File: src/rtl/alu_arbiter.sv
// Two-requester round-robin ALU with a one-stage pipeline and an in-order result FIFO.
// Optional divider enabled by defining ALU_ARBITER_DIV_EN.
module alu_arbiter #(
    parameter int DEPTH = 2
) (
    input  logic       clk,
    input  logic       rst_n,
    input  logic       req0_valid,
    output logic       req0_ready,
    input  logic [3:0] req0_a,
    input  logic [3:0] req0_b,
    input  logic [2:0] req0_op,
    input  logic       req1_valid,
    output logic       req1_ready,
    input  logic [3:0] req1_a,
    input  logic [3:0] req1_b,
    input  logic [2:0] req1_op,
    output logic       res_valid,
    input  logic       res_ready,
    output logic [7:0] res_data,
    output logic       res_id,
    output logic       res_err
);

    localparam int PW = $clog2(DEPTH);
    localparam int CW = $clog2(DEPTH + 1);

    typedef enum logic [2:0] {
        OP_ADD = 3'b000,
        OP_SUB = 3'b001,
        OP_AND = 3'b010,
        OP_OR  = 3'b011,
        OP_XOR = 3'b100,
        OP_NOT = 3'b101,
        OP_MUL = 3'b110,
        OP_DIV = 3'b111
    } op_e;

    typedef struct packed {
        logic [7:0] data;
        logic       id;
        logic       err;
    } res_t;

    logic          rr;
    logic          s1_valid;
    logic [3:0]    s1_a;
    logic [3:0]    s1_b;
    op_e           s1_op;
    logic          s1_id;

    res_t          mem [DEPTH];
    logic [PW-1:0] wr_ptr;
    logic [PW-1:0] rd_ptr;
    logic [CW-1:0] fifo_count;

    logic          pop;
    logic          space;
    logic          acc0;
    logic          acc1;
    logic          accept;
    res_t          alu_res;

    function automatic logic [PW-1:0] ptr_inc(input logic [PW-1:0] p);
        return (p == PW'(DEPTH - 1)) ? '0 : p + 1'b1;
    endfunction

    // Space counts everything accepted but not yet popped, so a full FIFO
    // plus an occupied stage 1 can never overflow on the following push.
    assign res_valid  = (fifo_count != '0);
    assign pop        = res_valid & res_ready;
    assign space      = (int'(fifo_count) + int'(s1_valid) - int'(pop)) < DEPTH;
    assign req0_ready = rst_n & space & (~req1_valid | rr);
    assign req1_ready = rst_n & space & (~req0_valid | ~rr);
    assign acc0       = req0_valid & req0_ready;
    assign acc1       = req1_valid & req1_ready;
    assign accept     = acc0 | acc1;

    assign res_data = res_valid ? mem[rd_ptr].data : '0;
    assign res_id   = res_valid ? mem[rd_ptr].id   : 1'b0;
    assign res_err  = res_valid ? mem[rd_ptr].err  : 1'b0;

    // NOTE: every field gets a default before the case so no latch is inferred.
    always_comb begin
        alu_res    = '0;
        alu_res.id = s1_id;
        unique case (s1_op)
            OP_ADD: alu_res.data = {4'b0, s1_a} + {4'b0, s1_b};
            OP_SUB: alu_res.data = {4'b0, s1_a} - {4'b0, s1_b};
            OP_AND: alu_res.data = {4'b0, s1_a & s1_b};
            OP_OR:  alu_res.data = {4'b0, s1_a | s1_b};
            OP_XOR: alu_res.data = {4'b0, s1_a ^ s1_b};
            OP_NOT: alu_res.data = {~s1_b, ~s1_a};
            OP_MUL: alu_res.data = {4'b0, s1_a} * {4'b0, s1_b};
            OP_DIV: begin
`ifdef ALU_ARBITER_DIV_EN
                if (s1_b == 4'd0) alu_res.err  = 1'b1;
                else              alu_res.data = {4'b0, s1_a / s1_b};
`else
                alu_res.err = 1'b1;
`endif
            end
        endcase
    end

    // NOTE: state registers use non-blocking assignments so every flop samples pre-edge values.
    always_ff @(posedge clk or negedge rst_n) begin
        if (!rst_n) begin
            rr         <= 1'b1;
            s1_valid   <= 1'b0;
            s1_a       <= '0;
            s1_b       <= '0;
            s1_op      <= OP_ADD;
            s1_id      <= 1'b0;
            wr_ptr     <= '0;
            rd_ptr     <= '0;
            fifo_count <= '0;
        end else begin
            s1_valid <= accept;
            if (accept) begin
                rr    <= acc1;
                s1_id <= acc1;
                s1_a  <= acc1 ? req1_a : req0_a;
                s1_b  <= acc1 ? req1_b : req0_b;
                s1_op <= op_e'(acc1 ? req1_op : req0_op);
            end
            if (s1_valid) wr_ptr <= ptr_inc(wr_ptr);
            if (pop)      rd_ptr <= ptr_inc(rd_ptr);
            unique case ({s1_valid, pop})
                2'b10:   fifo_count <= fifo_count + 1'b1;
                2'b01:   fifo_count <= fifo_count - 1'b1;
                default: fifo_count <= fifo_count;
            endcase
        end
    end

    // NOTE: storage is not reset; entries are only visible through fifo_count.
    always_ff @(posedge clk) begin
        if (s1_valid) mem[wr_ptr] <= alu_res;
    end

endmodule

File: config.mk
export PLATFORM = sky130hd
export DESIGN_NAME = alu_arbiter
export DESIGN_NICKNAME = d
export VERILOG_FILES = /design/src/rtl/alu_arbiter.sv
export SDC_FILE = /design/constraint.sdc
export NUM_CORES = 1
export LEC_CHECK = 0
export ABC_AREA = 1
export CORE_ASPECT_RATIO = 1.2
export CORE_MARGIN = 4
export CORE_UTILIZATION = 60
export CTS_CLUSTER_SIZE = 16
export DETAILED_ROUTE_END_ITERATION = 10
export GPL_TIMING_DRIVEN = 1
export PLACE_DENSITY_LB_ADDON = 0.15
export SYNTH_ARGS = -nofsm -noshare
export SYNTH_HDL_FRONTEND = slang
export SYNTH_SLANG_ARGS = --single-unit
File: constraint.sdc
create_clock -name clk -period 7.95 [get_ports clk]
set_input_delay 1.59 -clock clk [delete_from_list [all_inputs] [get_ports clk]]
set_output_delay 1.59 -clock clk [all_outputs]
set_load 0.02 [all_outputs]
==> qor.txt, run 1 <==
Total wire length - 5470 um
Die Height - 83.3 um
Leakage - 1.73 nW
Total internal power - 670 uW
P_sw - 594 uW
Placed cells - 448
Sw frac - 47.0%
Status - finished clean
Clock slew at reported path FFs - 70 ps
Initial antenna violation count - 0
Remaining global-route overflow - 0
Setup_tns - 0 ps
Largest net degree at the start of global routing - 21
Total GRT Usage - 19.9%
Arr. time, crit path - 4650 ps
Area Overhead vs Synth - 17.6%
Worst setup EP type - primary output
Mean Syn Cell Area - 7.89 um^2
Reg2reg path depth - 13
Type of origin of the critical path - primary input
Post-DRT Antenna Nets - 0
Final Power - 1.26 mW
Post-cts repair resize count - 0
Num CTS Buffers - 5
Seq cells post-synth - 38
1st-iter DRT viols - 129
Req. time, crit path - 6360 ps
Syn. warnings - 0
Worst Skew - 9.29 ps
Worst hold path class - reg2reg
Max Slew Vio Count - 0
Buffers on Ports - 39
Worst skew pair latency - 280 ps
Critical path fanouts, max - 12
Row count - 27
Synthesized net count - 421
Vias in the first global route - 2281
Drt pass-1 iters - 4
Vias per cell - 5.15
Non-filler cells, final - 456
RSZ-0062 raised after global routing - false
Post-synth EDFFs - 20
Cell Area, Synth - 2830 um^2
Setup-failing EPs final - 0
CTS tree - yes
Post-Layout Inst Area - 3330 um^2
# clock sinks - 38
Maximum clock insertion buffer count - 2
Final hold violation count - 0
Async S/R FF share, synth - 47.4%
Netlist cell types - 31
CTS HTree Levels - 2
Register area share after synthesis - 37.1%
Mean routed wirelength per cell - 12.0 um
IO Count - 40
Die W - 70.7 um
Fin crit share - 78.5%
Achievable Freq - 160 MHz
Pre-CTS setup slack - 1710 ps
Hold Path Stages - 0
Maximum capacitance violations - 0
Most frequent cells in the layout - nand2_1, inv_1, clkdlybuf4s50_1
Cells after Synth - 359
Root Driver - clkbuf_8
Worst VDD drop - 0.000134 V
Total number of vias - 2350
Final core utilization - 72.5%
Clk network pwr share - 9.7%
Top_reg_cell synth - edfxtp_1
Routability Congestion - 0.931
Seq pwr share - 31.9%
Residual DRC count - 0
Logic gate share of total power - 58.3%
Relative slew slack - 44.3%
Final min period - 6240 ps
Dpl hpwl - 4360 um
Hold-fix buffers at CTS - 0
Nets - 459
Share of layout cells above drive strength 1 - 4.27%
Worst Slack Setup Final - 1710 ps
Setup Buffers After CTS - 0
Starting Density - 61.7%
Antenna cells - 0
Full die area - 5890 um^2
Setup Crit Path Kind - in2out
WHS - 493 ps
Post-placement cell area - 3250 um^2
Worst Tran Pin Value - 833 ps
Pwr Density - 379 nW/um^2
Global-route wire length before repair - 9620 um
Commonest non-fill, non-tap cell in the layout - nand2_1
CORE AREA - 4590 um^2
==> flip-flops by register name (all words and copies together) (netlist names) <==
signal      count
wr_ptr          1
rd_ptr          1
rr              1
s1_id           1
s1_a            4
s1_b            4
fifo_count      2
s1_op           3
s1_valid        1
mem            20
==> worst paths after layout <==
path,to,slack [ps],from
max reg2reg,s1_b[0],4490,fifo_count[1]
min in group asynchronous,fifo_count[1],1780,rst_n
max in group asynchronous,s1_a[0],5650,rst_n
min reg2reg,mem[1][1],490,s1_id
min,mem[1][1],490,s1_id
max,req1_ready,1710,res_ready
==> layout make-up <==
cell class / count / area [um^2]
sequential: 38 / 1050
timing repair buffer: 39 / 390
clock buffer: 5 / 68.8
multi-input combinational: 239 / 1460
clock inverter: 3 / 15.0
fill: 381 / 1260
inverter: 74 / 278
tap: 58 / 72.6
==> power groups by stage <==
stage / Combinational (mW) / Clock [mW] / Sequential (mW)
detailed placement: 0.735 / 0 / 0.409
global route: 0.844 / 0.133 / 0.418
global placement: 0.712 / 0 / 0.406
floorplan: 0.556 / 0 / 0.374
finish: 0.738 / 0.123 / 0.404
CTS: 0.742 / 0.123 / 0.405
==> metal layers <==
metal	global-route usage [%]	share of wire, %	vias up
li1	-	-	1229
met1	23.1	44	1059
met2	36.3	50	51
met3	3.27	4.0	11
met4	6.67	2.0	0
met5	0	0	-
==> worst max-delay path: stages <==
cell,delay (ps)
clkdlybuf4s50_1,460
inv_1,40
nor2_1,230
ha_1,280
inv_1,70
nand2_1,60
fa_1,500
nand3_2,90
a21oi_2,430
inv_2,140
a21oi_1,150
clkdlybuf4s50_1,620
==> logic make-up after synthesis <==
family                   Yosys count  synth area share (%)
buffers and inverters             82                  11.5
XOR/XNOR                           4                  1.24
adder cells (fa/ha/maj)           35                  17.3
AO/OA/AOI/OAI                     44                  8.79
AND/OR/NAND/NOR                  156                  24.1
flip-flops                        38                  37.1
==> cell usage after synthesis (all sizes together) (2+ instances only) <==
master / count / area share (%)
nand2: 98 / 13
ha: 28 / 12
buf: 4 / 1.1
o21ai: 9 / 1.6
inv: 73 / 9.7
or2: 2 / 0.44
nand4: 12 / 2.6
a21oi: 25 / 4.5
o22ai: 2 / 0.44
clkbuf: 4 / 0.53
edfxtp: 20 / 21
nand3: 28 / 5.1
o211ai: 4 / 1.1
nor3: 2 / 0.35
nor2: 14 / 2.4
xor2: 3 / 0.93
fa: 7 / 4.9
dfrtp: 17 / 15
Power figures use the tool's default switching activity.
==> run 2: changes to the inputs <==
Settings changed: CORE_UTILIZATION 60 to 55.
Clock period 7.95 ns to 6.1 ns, I/O delays scaled along.
==> run 2 against run 1 <==
  * Routed wire length fell by 0.13%
  * Cell area increased by 0.86%
  * Flip-flop and latch count is the same
  * Combinational power grew 30%
  * Clock skew is essentially flat
  * Critical path depth rose by 1
  * Non-clock buffer count up 2
  * Critical endpoint unchanged
==> qor.txt, run 2 (same netlist as run 1, synthesis figures left out) <==
Status - finished clean
Final core utilization - 67.6% (-5.0 points)
Setup-failing EPs final - 0 (unchanged)
Pwr Density - 494 nW/um^2 (+30%)
Remaining global-route overflow - 0 (unchanged)
Initial antenna violation count - 0 (unchanged)
Relative slew slack - 50.0% (+5.7 points)
Hold-fix buffers at CTS - 0 (unchanged)
Max FFs per register - 20 (unchanged)
Arr. time, crit path - 4020 ps (-630 ps)
# clock sinks - 38 (unchanged)
Reg-to-Reg End - s1_b[1]
Worst hold path class - reg2reg
1st-iter DRT viols - 128 (-0.78%)
Register name with the most flops - mem
Leakage - 1.74 nW (+0.66%)
WHS - 492 ps (-0.688 ps)
Starting Density - 57.0% (-4.7 points)
Max Slew Vio Count - 0 (unchanged)
Setup Buffers After CTS - 0 (unchanged)
Row count - 28 (+3.7%)
Hold Path Stages - 1 (+1)
Worst Slack Setup Final - 856 ps (-852 ps)
CTS tree - yes
R2R Path Start - fifo_count[1]
Total GRT Usage - 19.4% (-0.52 points)
Reg2reg path depth - 12 (-1)
Dpl hpwl - 4430 um (+1.6%)
Routability Congestion - 0.832 (-11%)
Total wire length - 5470 um (-0.13%)
CTS HTree Levels - 2 (unchanged)
Num CTS Buffers - 5 (unchanged)
Achievable Freq - 191 MHz
Worst Skew - 9.54 ps (+0.252 ps)
Type of origin of the critical path - primary input
Post-DRT Antenna Nets - 0 (unchanged)
Antenna cells - 0 (unchanged)
Endpoint, Worst Hold - wr_ptr
Full die area - 6370 um^2 (+8.1%)
Commonest non-fill, non-tap cell in the layout - nand2_1
Largest net degree at the start of global routing - 21 (unchanged)
Nets - 461 (+0.44%)
Critical path fanouts, max - 12 (unchanged)
Post-cts repair resize count - 0 (unchanged)
Maximum clock insertion buffer count - 2 (unchanged)
Req. time, crit path - 4880 ps (-1480 ps)
Final min period - 5240 ps
Root Driver - clkbuf_8
Final hold violation count - 0 (unchanged)
Min-delay src - wr_ptr
Worst Tran Pin Value - 747 ps (-85.1 ps)
Buffers on Ports - 39 (unchanged)
Fin crit share - 86.0%
Die Height - 86.6 um (+4.0%)
Regs by FF count - mem x20, s1_a x4, s1_b x4
Maximum capacitance violations - 0 (unchanged)
IO Count - 40 (unchanged)
Worst setup EP type - primary output
Pre-CTS setup slack - 841 ps (-873 ps)
RSZ-0062 raised after global routing - false
Vias per cell - 5.10 (-0.95%)
Total number of vias - 2348 (-0.085%)
Die W - 73.5 um (+3.9%)
Worst skew pair latency - 290 ps (about the same)
Setup_tns - 0 ps (unchanged)
Most frequent cells in the layout - nand2_1, inv_1, clkdlybuf4s50_1
Vias in the first global route - 2249 (-1.4%)
Residual DRC count - 0 (unchanged)
CORE AREA - 4970 um^2 (+8.3%)
Setup Crit Path Kind - in2out
Clock slew at reported path FFs - 80 ps (about the same)
Share of layout cells above drive strength 1 - 5.00% (+0.73 points)
Worst VDD drop - 0.000294 V (+120%)
Global-route wire length before repair - 9750 um (+1.4%)
Reg2reg setup slack - 2850 ps (-1640 ps)
Mean routed wirelength per cell - 11.9 um (-1.0%)
Area Overhead vs Synth - 18.6%
Drt pass-1 iters - 4 (unchanged)
[run 2: per-stage QoR]
stage | area [um^2] | instances | total power [mW]
after detailed placement | 3270 | 452 | 1.50
after CTS | 3360 | 460 | 1.68
after floorplan | 2830 | 359 | 1.21
after global routing | 3360 | 460 | 1.85
after global placement | 3270 | 452 | 1.46
final | 3360 | 460 | 1.66
[run 2: cell type report]
class	instances	area, um^2
Timing Repair Buffer	41	405
Clock buffer	6	82.6
Clock inverter	2	12.5
Tap cell	60	75.1
Inverter	74	278
Sequential cell	38	1050
Multi-Input combinational cell	239	1460
Fill cell	433	1610
[run 2: power breakdown]
part	internal, mW	switching, mW	total, mW
Sequential	0.409	0.117	0.526
Clock	0.0907	0.0855	0.176
Combinational	0.392	0.569	0.961
Total	0.891	0.771	1.66
[run 2: how the worst max path moves through the flow]
stage / start / to / slack [ps] / cells past startpoint
detailed placement: res_ready / req1_ready / 840 / 13
CTS: res_ready / req1_ready / 830 / 13
floorplan: res_ready / req0_ready / 1900 / 10
global placement: res_ready / req0_ready / 870 / 13
global route: res_ready / req0_ready / 650 / 13
finish: res_ready / req1_ready / 860 / 13
[run 2: metal layers]
layer	GRT usage, %	vias up	wire (um)
met5	0	-	0
met4	8.40	0	111
met3	3.13	10	210
met2	33.9	53	2770
met1	23.0	1054	2380
li1	-	1231	-
[run 2: critical path, cell delays in order]
cell and delay (ps):
clkdlybuf4s50_1 450, inv_1 40, nor2_1 200, ha_1 270, inv_1 70, nand2_1 60
fa_1 500, nand3_2 90, a21oi_2 120, buf_4 180, inv_2 80, a21oi_1 120
clkdlybuf4s50_1 620
==> run 3: changes to the inputs <==
Settings changed: ABC_AREA 1 to unset.
==> run 3 against run 2 <==
  * Maximum frequency hardly changed
  * Flip-flop and latch count stayed put
  * Worst setup slack hardly changed
  * Critical path depth is 4 lower
  * Critical path type unchanged
  * Critical endpoint is now req0_ready
  * Highest routed layer unchanged
==> qor.txt, run 3 <==
Status - finished clean
CORE AREA - 4700 um^2 (-5.6%)
Total GRT Usage - 18.1% (-1.2 points)
Full die area - 6190 um^2 (-2.8%)
Achievable Freq - 191 MHz (about the same)
Syn. warnings - 0 (unchanged)
Die Height - 85.4 um (-1.4%)
Post-cts repair resize count - 0 (unchanged)
Reg-to-Reg End - s1_op[2]
Critical path depth in cells - 9 (-4)
Hold-fix buffers at CTS - 0 (unchanged)
Final min period - 5240 ps (+0.446 ps)
Drt pass-1 iters - 4 (unchanged)
Remaining global-route overflow - 0 (unchanged)
Mean Syn Cell Area - 10.3 um^2 (+31%)
Mean routed wirelength per cell - 14.0 um (+18%)
Type of origin of the critical path - primary input
Worst skew pair latency - 290 ps (about the same)
Area share of the largest cell type after synthesis - 21.9% (+0.69 points)
Starting Density - 58.5% (+1.5 points)
# clock sinks - 38 (unchanged)
Top_reg_cell synth - edfxtp_1
Clock slew at reported path FFs - 70 ps (about the same)
R2R Path Start - fifo_count[1]
RSZ-0062 raised after global routing - false
Vias in the first global route - 1982 (-12%)
Global-route wire length before repair - 8940 um (-8.3%)
Share of layout cells above drive strength 1 - 8.55% (+3.6 points)
Max FFs per register - 20 (unchanged)
Register name with the most flops - mem
Count leader, synth - inv_1
Async S/R FF share, synth - 47.4% (unchanged)
Pre-CTS setup slack - 823 ps (-17.9 ps)
Worst hold path class - reg2reg
Synthesized net count - 328 (-22%)
Initial antenna violation count - 0 (unchanged)
Setup Crit Path Kind - in2out
Crit path cell chain - clkdlybuf4s50_1 -> nor2b_1 -> ha_1 -> nand2b_1 -> fa_1 -> xor2_1 -> o22ai_2 -> a21boi_0 -> clkdlybuf4s50_1
Worst setup EP type - primary output
Critical path fanouts, max - 4 (-8)
Max Slew Vio Count - 0 (unchanged)
Final core utilization - 69.9% (+2.3 points)
Post-DRT Antenna Nets - 0 (unchanged)
Setup_tns - 0 ps (unchanged)
Delay-heaviest family, CP - buffers and inverters
Num CTS Buffers - 5 (unchanged)
Worst VDD drop - 0.000301 V (+2.4%)
Register area share after synthesis - 38.3% (+1.2 points)
Total number of vias - 1989 (-15%)
Arr. time, crit path - 4020 ps (about the same)
Netlist cell types - 39 (+26%)
Regs by FF count - mem x20, s1_a x4, s1_b x4
Setup-failing EPs final - 0 (unchanged)
Row count - 27 (-3.6%)
Maximum capacitance violations - 0 (unchanged)
Non-filler cells, final - 362 (-21%)
Pwr Density - 609 nW/um^2 (+23%)
Residual DRC count - 0 (unchanged)
Total wire length - 5090 um (-7.0%)
Fin crit share - 86.0% (about the same)
Hold Path Stages - 1 (unchanged)
Reg2reg setup slack - 2510 ps (-340 ps)
CP max-delay cell - clkdlybuf4s50_1
Setup Buffers After CTS - 0 (unchanged)
CP peak stage delay - 630 ps (about the same)
CTS tree - yes
Worst Skew - 13.6 ps (+4.03 ps)
Nets - 365 (-21%)
Buffers on Ports - 39 (unchanged)
Final hold violation count - 0 (unchanged)
Antenna cells - 0 (unchanged)
Commonest non-fill, non-tap cell in the layout - clkdlybuf4s50_1
Min-delay src - wr_ptr
Buf/Inv on CP - 2 (-4)
Post-synth EDFFs - 20 (unchanged)
Top cell by count, worst path - clkdlybuf4s50_1
Worst Tran Pin Value - 741 ps (-5.92 ps)
Root Driver - clkbuf_8
Largest net degree at the start of global routing - 26 (+24%)
Maximum clock insertion buffer count - 2 (unchanged)
Cells after Synth - 266 (-26%)
Die W - 72.5 um (-1.4%)
Largest area contributor in the netlist - edfxtp_1
Vias per cell - 5.49 (+7.6%)
Dpl hpwl - 4080 um (-8.0%)
Top post-synthesis cells by area - edfxtp_1, dfrtp_1, ha_1
Leakage - 1.44 nW (-17%)
Endpoint, Worst Hold - wr_ptr
IO Count - 40 (unchanged)
Area Overhead vs Synth - 19.6%
Synth cell count leaders - inv_1, nor2_1, ha_1
Reg2reg path depth - 10 (-2)
Req. time, crit path - 4880 ps (about the same)
1st-iter DRT viols - 81 (-37%)
CTS HTree Levels - 2 (unchanged)
Placed cells - 354 (-22%)
Most frequent cells in the layout - clkdlybuf4s50_1, inv_1, nor2_1
Fillers - 367 (-15%)
Cell Area, Synth - 2750 um^2 (-3.1%)
Worst Slack Setup Final - 855 ps (-0.446 ps)
Relative slew slack - 50.4% (+0.40 points)
Seq cells post-synth - 38 (unchanged)
Routability Congestion - 0.933 (+12%)
-- run 3: through the flow --
stage / total power, mW / instance area [um^2] / hold slack (ps)
after global routing: 2.20 / 3280 / 517
final: 2.00 / 3280 / 504
after global placement: 1.72 / 3140 / 468
after detailed placement: 1.75 / 3140 / 484
after CTS: 2.01 / 3280 / 504
after floorplan: 1.44 / 2750 / 442
-- run 3: cell type report --
cell class              count  area, um^2  share of cell area, %
multi-input cells         185        1500                   45.6
flip-flops and latches     38        1050                   32.1
repair buffers             40         398                   12.1
inverters                  33         124                   3.77
well taps                  58        72.6                   2.21
clock buffers               5        68.8                   2.10
clock inverters             3        68.8                   2.10
-- run 3: report_power, final --
| part | internal [mW] | switching, mW |
|---|---|---|
| Clock | 0.164 | 0.0904 |
| Combinational | 0.541 | 0.654 |
| Sequential | 0.412 | 0.136 |
| Total | 1.12 | 0.881 |
-- run 3: per-layer routing --
metal | track usage (%) | share of wire (%)
met5 | 0 | 0
met4 | 6.04 | 1.9
met3 | 2.96 | 5.7
met2 | 32.3 | 51
met1 | 21.9 | 42
-- run 3: how the worst max path moves through the flow --
stage	end	startpoint	slack (ps)
3_3_place_gp	req0_ready	res_ready	900
2_1_floorplan	req0_ready	res_ready	1730
6_report	req0_ready	res_ready	860
3_5_place_dp	req0_ready	res_ready	820
4_1_cts	req0_ready	res_ready	820
5_1_grt	req0_ready	res_ready	650
-- run 3: cell families (layout without fill, tap and decap cells) --
kind of cell,count (synthesis),count (layout),share of synthesized area [%]
DFF,38,38,38.3
and+or+nand+nor,72,72,12.1
adders and majority gates,35,35,17.9
xor gates and xnor gates,11,11,3.51
AOI/OAI and AO/OA,54,54,16.4
muxes,13,13,4.74
buffers and inverters,43,81,7.11
